===== config.mk =====
export PLATFORM = sky130hd
export DESIGN_NAME = mem_stage
export DESIGN_NICKNAME = d
export VERILOG_FILES = /design/src/rtl/mem_stage.sv
export SDC_FILE = /design/constraint.sdc
export NUM_CORES = 1
export LEC_CHECK = 0
export CAP_MARGIN = 25
export CORE_MARGIN = 2
export CORE_UTILIZATION = 41
export CTS_BUF_LIST = sky130_fd_sc_hd__clkbuf_4 sky130_fd_sc_hd__clkbuf_8 sky130_fd_sc_hd__clkbuf_16
export DETAILED_ROUTE_END_ITERATION = 12
export PLACE_DENSITY = 0.87
export SETUP_SLACK_MARGIN = 0.02
export SLEW_MARGIN = 30
export SYNTH_ARGS = -nofsm -noshare
export SYNTH_HDL_FRONTEND = slang
export SYNTH_SLANG_ARGS = --single-unit

===== constraint.sdc =====
create_clock -name clk -period 1.82 [get_ports clk]
set_input_delay 0.273 -clock clk [delete_from_list [all_inputs] [get_ports clk]]
set_output_delay 0.273 -clock clk [all_outputs]
set_load 0.01 [all_outputs]

===== src/rtl/mem_stage.sv =====
// mem_stage: consumer of the EX/MEM buffer. Runs the data-memory req/ack
// access, stalls upstream while it is outstanding, registers MEM/WB, and
// exposes branch resolution and a forwarding tap from the incoming word.
module mem_stage #(
  parameter int unsigned N       = 4,
  parameter int unsigned TIMEOUT = 15
) (
  input  logic             clk,
  input  logic             rst,
  input  logic [2*N+17:0]  exMemIn,
  input  logic             inValid,
  output logic             memReq,
  output logic             memWe,
  output logic [N-1:0]     memAddr,
  output logic [N-1:0]     memWData,
  input  logic [N-1:0]     memRData,
  input  logic             memAck,
  output logic             stall,
  output logic             memErr,
  output logic             branchTaken,
  output logic [N-1:0]     branchTarget,
  output logic             fwdRegWrite,
  output logic [3:0]       fwdRc,
  output logic [N-1:0]     fwdValue,
  output logic             wbValid,
  output logic             wbRegWrite,
  output logic             wbMemToReg,
  output logic [N-1:0]     wbAluResult,
  output logic [N-1:0]     wbReadData,
  output logic [3:0]       wbRc
);

  localparam int unsigned CW = (TIMEOUT < 2) ? 1 : $clog2(TIMEOUT);

  typedef struct packed {
    logic [N-1:0] alu;
    logic         zero;
    logic         neg;
    logic         br;
    logic         mw;
    logic         m2r;
    logic         rw;
    logic [3:0]   ra;
    logic [3:0]   rb;
    logic [3:0]   rc;
    logic [N-1:0] rd3;
  } ex_mem_t;

  typedef enum logic {S_IDLE, S_WAIT} state_t;

  ex_mem_t       w_in;
  logic          w_access;
  logic          w_unused;
  state_t        r_state, w_next;
  logic [CW-1:0] r_cnt, w_cnt_next;
  logic          w_latch, w_err_next;

  // Access latched when the ack does not arrive in the request cycle
  logic [N-1:0]  r_alu, r_rd3;
  logic          r_we, r_m2r, r_rw;
  logic [3:0]    r_rc;

  // Next MEM/WB contents (all-zero means bubble)
  logic          w_wb_valid, w_wb_rw, w_wb_m2r;
  logic [N-1:0]  w_wb_alu, w_wb_rd;
  logic [3:0]    w_wb_rc;

  assign w_in     = exMemIn;
  assign w_access = inValid & (w_in.mw | w_in.m2r);
  assign w_unused = ^{w_in.ra, w_in.rb, w_in.neg};

  // Branch resolution and forwarding tap come straight from the incoming word
  assign branchTaken  = inValid & w_in.br & w_in.zero;
  assign branchTarget = w_in.alu;
  assign fwdRegWrite  = inValid & w_in.rw;
  assign fwdRc        = w_in.rc;
  assign fwdValue     = w_in.alu;

  // State, wait counter, access latch, error pulse and MEM/WB register
  always_ff @(posedge clk or posedge rst) begin
    if (rst) begin
      r_state     <= S_IDLE;
      r_cnt       <= '0;
      memErr      <= 1'b0;
      r_alu       <= '0;
      r_rd3       <= '0;
      r_we        <= 1'b0;
      r_m2r       <= 1'b0;
      r_rw        <= 1'b0;
      r_rc        <= '0;
      wbValid     <= 1'b0;
      wbRegWrite  <= 1'b0;
      wbMemToReg  <= 1'b0;
      wbAluResult <= '0;
      wbReadData  <= '0;
      wbRc        <= '0;
    end else begin
      r_state     <= w_next;
      r_cnt       <= w_cnt_next;
      memErr      <= w_err_next;
      wbValid     <= w_wb_valid;
      wbRegWrite  <= w_wb_rw;
      wbMemToReg  <= w_wb_m2r;
      wbAluResult <= w_wb_alu;
      wbReadData  <= w_wb_rd;
      wbRc        <= w_wb_rc;
      if (w_latch) begin
        r_alu <= w_in.alu;
        r_rd3 <= w_in.rd3;
        r_we  <= w_in.mw;
        r_m2r <= w_in.m2r;
        r_rw  <= w_in.rw;
        r_rc  <= w_in.rc;
      end
    end
  end

  // Next state, memory-port drive, stall and MEM/WB next value
  always_comb begin
    w_next     = r_state;
    w_cnt_next = r_cnt;
    w_latch    = 1'b0;
    w_err_next = 1'b0;
    memReq     = 1'b0;
    memWe      = w_in.mw;
    memAddr    = w_in.alu;
    memWData   = w_in.rd3;
    stall      = 1'b0;
    w_wb_valid = 1'b0;
    w_wb_rw    = 1'b0;
    w_wb_m2r   = 1'b0;
    w_wb_alu   = '0;
    w_wb_rd    = '0;
    w_wb_rc    = '0;
    case (r_state)
      S_IDLE: begin
        w_cnt_next = '0;
        if (w_access && !memAck) begin
          memReq  = 1'b1;
          stall   = 1'b1;
          w_latch = 1'b1;
          w_next  = S_WAIT;
        end else if (inValid) begin
          memReq     = w_access;
          w_wb_valid = 1'b1;
          w_wb_rw    = w_in.rw;
          w_wb_m2r   = w_in.m2r;
          w_wb_alu   = w_in.alu;
          w_wb_rc    = w_in.rc;
          w_wb_rd    = (w_in.m2r && !w_in.mw) ? memRData : '0;
        end
      end
      S_WAIT: begin
        memReq     = 1'b1;
        memWe      = r_we;
        memAddr    = r_alu;
        memWData   = r_rd3;
        stall      = 1'b1;
        w_cnt_next = r_cnt + CW'(1);
        if (memAck) begin
          stall      = 1'b0;
          w_next     = S_IDLE;
          w_cnt_next = '0;
          w_wb_valid = 1'b1;
          w_wb_rw    = r_rw;
          w_wb_m2r   = r_m2r;
          w_wb_alu   = r_alu;
          w_wb_rc    = r_rc;
          w_wb_rd    = (r_m2r && !r_we) ? memRData : '0;
        end else if (r_cnt == CW'(TIMEOUT - 1)) begin
          // Last permitted wait cycle: release upstream and drop the access
          stall      = 1'b0;
          w_next     = S_IDLE;
          w_cnt_next = '0;
          w_err_next = 1'b1;
        end
      end
      default: w_next = S_IDLE;
    endcase
    if (rst) memReq = 1'b0;
  end

endmodule


==> impl_summary.log <==
[metrics] TritonCTS clock tree: yes
[metrics] Top FF cell, synth: sky130_fd_sc_hd__dfrtp_1
[metrics] Cells after DPL: 231
[metrics] cell types with the largest area share after synthesis: sky130_fd_sc_hd__dfrtp_1 (55%), sky130_fd_sc_hd__mux2_2 (10%), sky130_fd_sc_hd__mux2_4 (8.2%)
[metrics] slack of the worst reg-to-reg path: 280 ps
[metrics] Synth Cell Area: 0.001647 mm²
[metrics] dominant cell by count in the synthesized netlist: sky130_fd_sc_hd__dfrtp_1
[metrics] DRT iter0 DRCs: 27
[metrics] setup repair after global routing missed its margin: no
[metrics] critical path startpoint category: flip-flop
[metrics] number of enable-type register cells in the synthesized netlist: 0
[metrics] hold_ws: 413.3 ps
[metrics] number of buffers inserted for hold repair after clock tree synthesis: 0
[metrics] synthesis warning total: 0
[metrics] Place WS: -245.6 ps
[metrics] Static Leakage: 0.001106 µW
[metrics] Residual DRC: 0
[metrics] Placeable Area: 0.003943 mm²
[metrics] H-tree lvl count: 2
[metrics] Post-synth top cells: sky130_fd_sc_hd__dfrtp_1 (36), sky130_fd_sc_hd__mux2_2 (15), sky130_fd_sc_hd__buf_4 (12)
[metrics] Finished Layout Cells: 241
[metrics] worst-case vdd ir drop: 493.0 µV
[metrics] status: finished, final reports clean
[metrics] antenna violation net count after detailed routing: 0
[metrics] # clock sinks: 36
[metrics] crit share post-route: 0.9563
[metrics] proportion of synthesized chip area in sequential cells: 0.5471
[metrics] delay-heaviest family, CP: buffers and inverters
[metrics] number of maximum-capacitance violations: 0
[metrics] total die area: 0.004539 mm²
[metrics] clock slew seen by the registers of the worst setup and hold paths: 70 ps
[metrics] antenna violations before repair: 0
[metrics] Pwr Total: 2270 µW
[metrics] average wire per cell in the routed design: 15.67 µm
[metrics] P per Cell Area: 929.5 mW/mm²
[metrics] proportion of netlist area held by the largest area contributor: 0.5471
[metrics] gr ovfl total: 0
[metrics] arrival time worst endpoint: 1470 ps
[metrics] cells after synthesis: 122
[metrics] Reg2Reg Launch Point: r_state
[metrics] Slew headroom: 0.6982
[metrics] Clock Skews: 7.841 ps
[metrics] CTS root buf: sky130_fd_sc_hd__clkbuf_8
[metrics] synthesized netlist net count: 158
[metrics] diodes inserted: 0
[metrics] sort of element at the end of the critical path: output port
[metrics] global-route wire length before repair: 5975 µm
[metrics] filler cell count: 299
[metrics] vias in the first global route: 1286
[metrics] Final Util: 0.6195
[metrics] Synth Register Bits: 36
[metrics] gp weighted congestion: 0.6596
[metrics] maximum buffer depth of the clock tree: 2
[metrics] transition time at the pin with the least slew margin: 452.8 ps
[metrics] count of standard-cell rows: 23
[metrics] Total Routed Length: 3776 µm
[metrics] TritonCTS buffer count: 5
[metrics] synthesized area per cell: 13.50 µm²
[metrics] maximum clock rate: 574.5 MHz
[metrics] Critical Path Max Stage Delay: 370 ps
[metrics] Chip Width: 67.37 µm
[metrics] critical path fanouts, max: 10
[metrics] Distinct cells, synth: 30
[metrics] post-synthesis cell type with the largest combined area: sky130_fd_sc_hd__dfrtp_1
[metrics] first-pass detailed-route iteration total: 2
[metrics] share of final-layout standard cells stronger than drive strength 1: 0.2618
[metrics] total count of max-transition violations in the final report: 0
[metrics] number of vias in the routed layout: 1192
[metrics] proportion of register bits with asynchronous set or reset after synthesis: 1.000
[metrics] number of primary I/O pins: 75
[metrics] post-detail-place hpwl: 2776 µm
[metrics] startpoint-to-endpoint class of the critical path: flip-flop to output port
[metrics] initial core utilization: 0.4176
[metrics] hold violation total from the final report: 0
[metrics] Area growth syn-to-layout: 48.33%
[metrics] critical path cell sequence: buf_6 -> mux2_2 -> dlygate4sd2_1
[metrics] number of nets in the final layout: 226
[metrics] crit path time final: 1741 ps
[metrics] Port-buffer cells: 65
[metrics] Vias/cell: 4.946
[metrics] worst reg2reg path depth: 5
[metrics] Crit path required time: 1550 ps
[metrics] Crit Reg-Reg Endpoint: wbAluResult[1]
[metrics] path type of the worst min-delay path: primary input to asynchronous set/reset pin
[metrics] Final Worst Setup Slack: 79.46 ps
[metrics] CP Buf/Inv Count: 2
[metrics] Chip Height: 67.37 µm
[metrics] number of setup violations in the final report: 0
[metrics] maximum number of pins on one net before global-route repair: 37
[metrics] clock latency reported for the late side of the worst-skew pair: 290 ps
[metrics] Total GRT Usage: 0.1808
[metrics] Crit-path slowest cell: sky130_fd_sc_hd__dfrtp_1
## per-layer routing
layer / vias up / wire length, µm / GRT usage
met1: 594 / 1330 / 0.1862
met5: - / 0 / 0
met2: 40 / 2159 / 0.3391
met3: 12 / 198 / 0.04000
li1: 546 / - / -
met4: 0 / 87 / 0.09439
## registers in the layout, summed over array words and instances (netlist names)
| signal | count |
|---|---|
| r_alu | 4 |
| r_cnt | 4 |
| r_rc | 4 |
| r_rd3 | 4 |
| wbAluResult | 4 |
| wbRc | 4 |
| wbReadData | 4 |
| memErr | 1 |
| r_m2r | 1 |
| r_rw | 1 |
| r_state | 1 |
| r_we | 1 |
| wbMemToReg | 1 |
| wbRegWrite | 1 |
| wbValid | 1 |
## where the power goes
part | switching (µW) | leakage (µW) | internal (µW)
registers | 65.5 | 0.000460 | 912
logic | 201 | 0.000582 | 327
clock network | 282 | 0.0000645 | 483
## kinds of logic after synthesis
kind of cell	Yosys count	share of synthesized area
AOI/OAI and AO/OA	14	0.06763
xor gates and xnor gates	2	0.01064
adders and majority gates	2	0.01520
buffers and inverters	20	0.08206
DFF	36	0.5471
muxes	24	0.1846
and+or+nand+nor	24	0.09271
## cell usage in the layout (no fill, tap or decap), types with 2 or more instances in the layout
cell                              count
sky130_fd_sc_hd__a22o_1               9
sky130_fd_sc_hd__and2_1               6
sky130_fd_sc_hd__buf_4               12
sky130_fd_sc_hd__clkbuf_2             2
sky130_fd_sc_hd__clkbuf_8             7
sky130_fd_sc_hd__clkdlybuf4s50_1     53
sky130_fd_sc_hd__dfrtp_1             36
sky130_fd_sc_hd__dlygate4sd2_1        9
sky130_fd_sc_hd__ha_1                 2
sky130_fd_sc_hd__inv_1                3
sky130_fd_sc_hd__mux2_2              15
sky130_fd_sc_hd__mux2_4               9
sky130_fd_sc_hd__nand3_1              2
sky130_fd_sc_hd__nor2_1               5
sky130_fd_sc_hd__nor2b_1              2
## repair_timing
action,4_1_cts,5_1_grt
gates resized for setup,14,4
endpoints found under the setup margin,13,3
buffers inserted,2,0
cloned,0,0
## worst max-delay path by stage
stage,from,to,slack [ps],cells past startpoint
final,r_state,memWData[3],80,3
after global routing,r_state,memReq,30,5
after CTS,r_state,memAddr[3],20,4
after detailed placement,inValid,stall,-250,5
after global placement,inValid,stall,-210,5
after floorplan,r_state,stall,310,4
## through the flow
step	setup TNS (ps)	instance area, µm²
after detailed placement	-1338	2318
after floorplan	0	1647
after global routing	0	2442
final	0	2442
after global placement	-546.2	2318
after CTS	0	2450
## worst min-delay path, cell delays in order
cell and delay (ps):
sky130_fd_sc_hd__clkdlybuf4s50_1 420, sky130_fd_sc_hd__inv_1 60, sky130_fd_sc_hd__buf_4 390
## cell type report
type	instances	area (µm²)	share of cell area
Clock buffer	7	96.34	0.03945
Clock inverter	1	30.03	0.01230
Inverter	3	11.26	0.004611
Multi-Input combinational cell	66	610.6	0.2500
Sequential cell	36	900.9	0.3689
Tap cell	50	62.56	0.02561
Timing Repair Buffer	78	730.7	0.2992
Power figures use the tool's default switching activity.
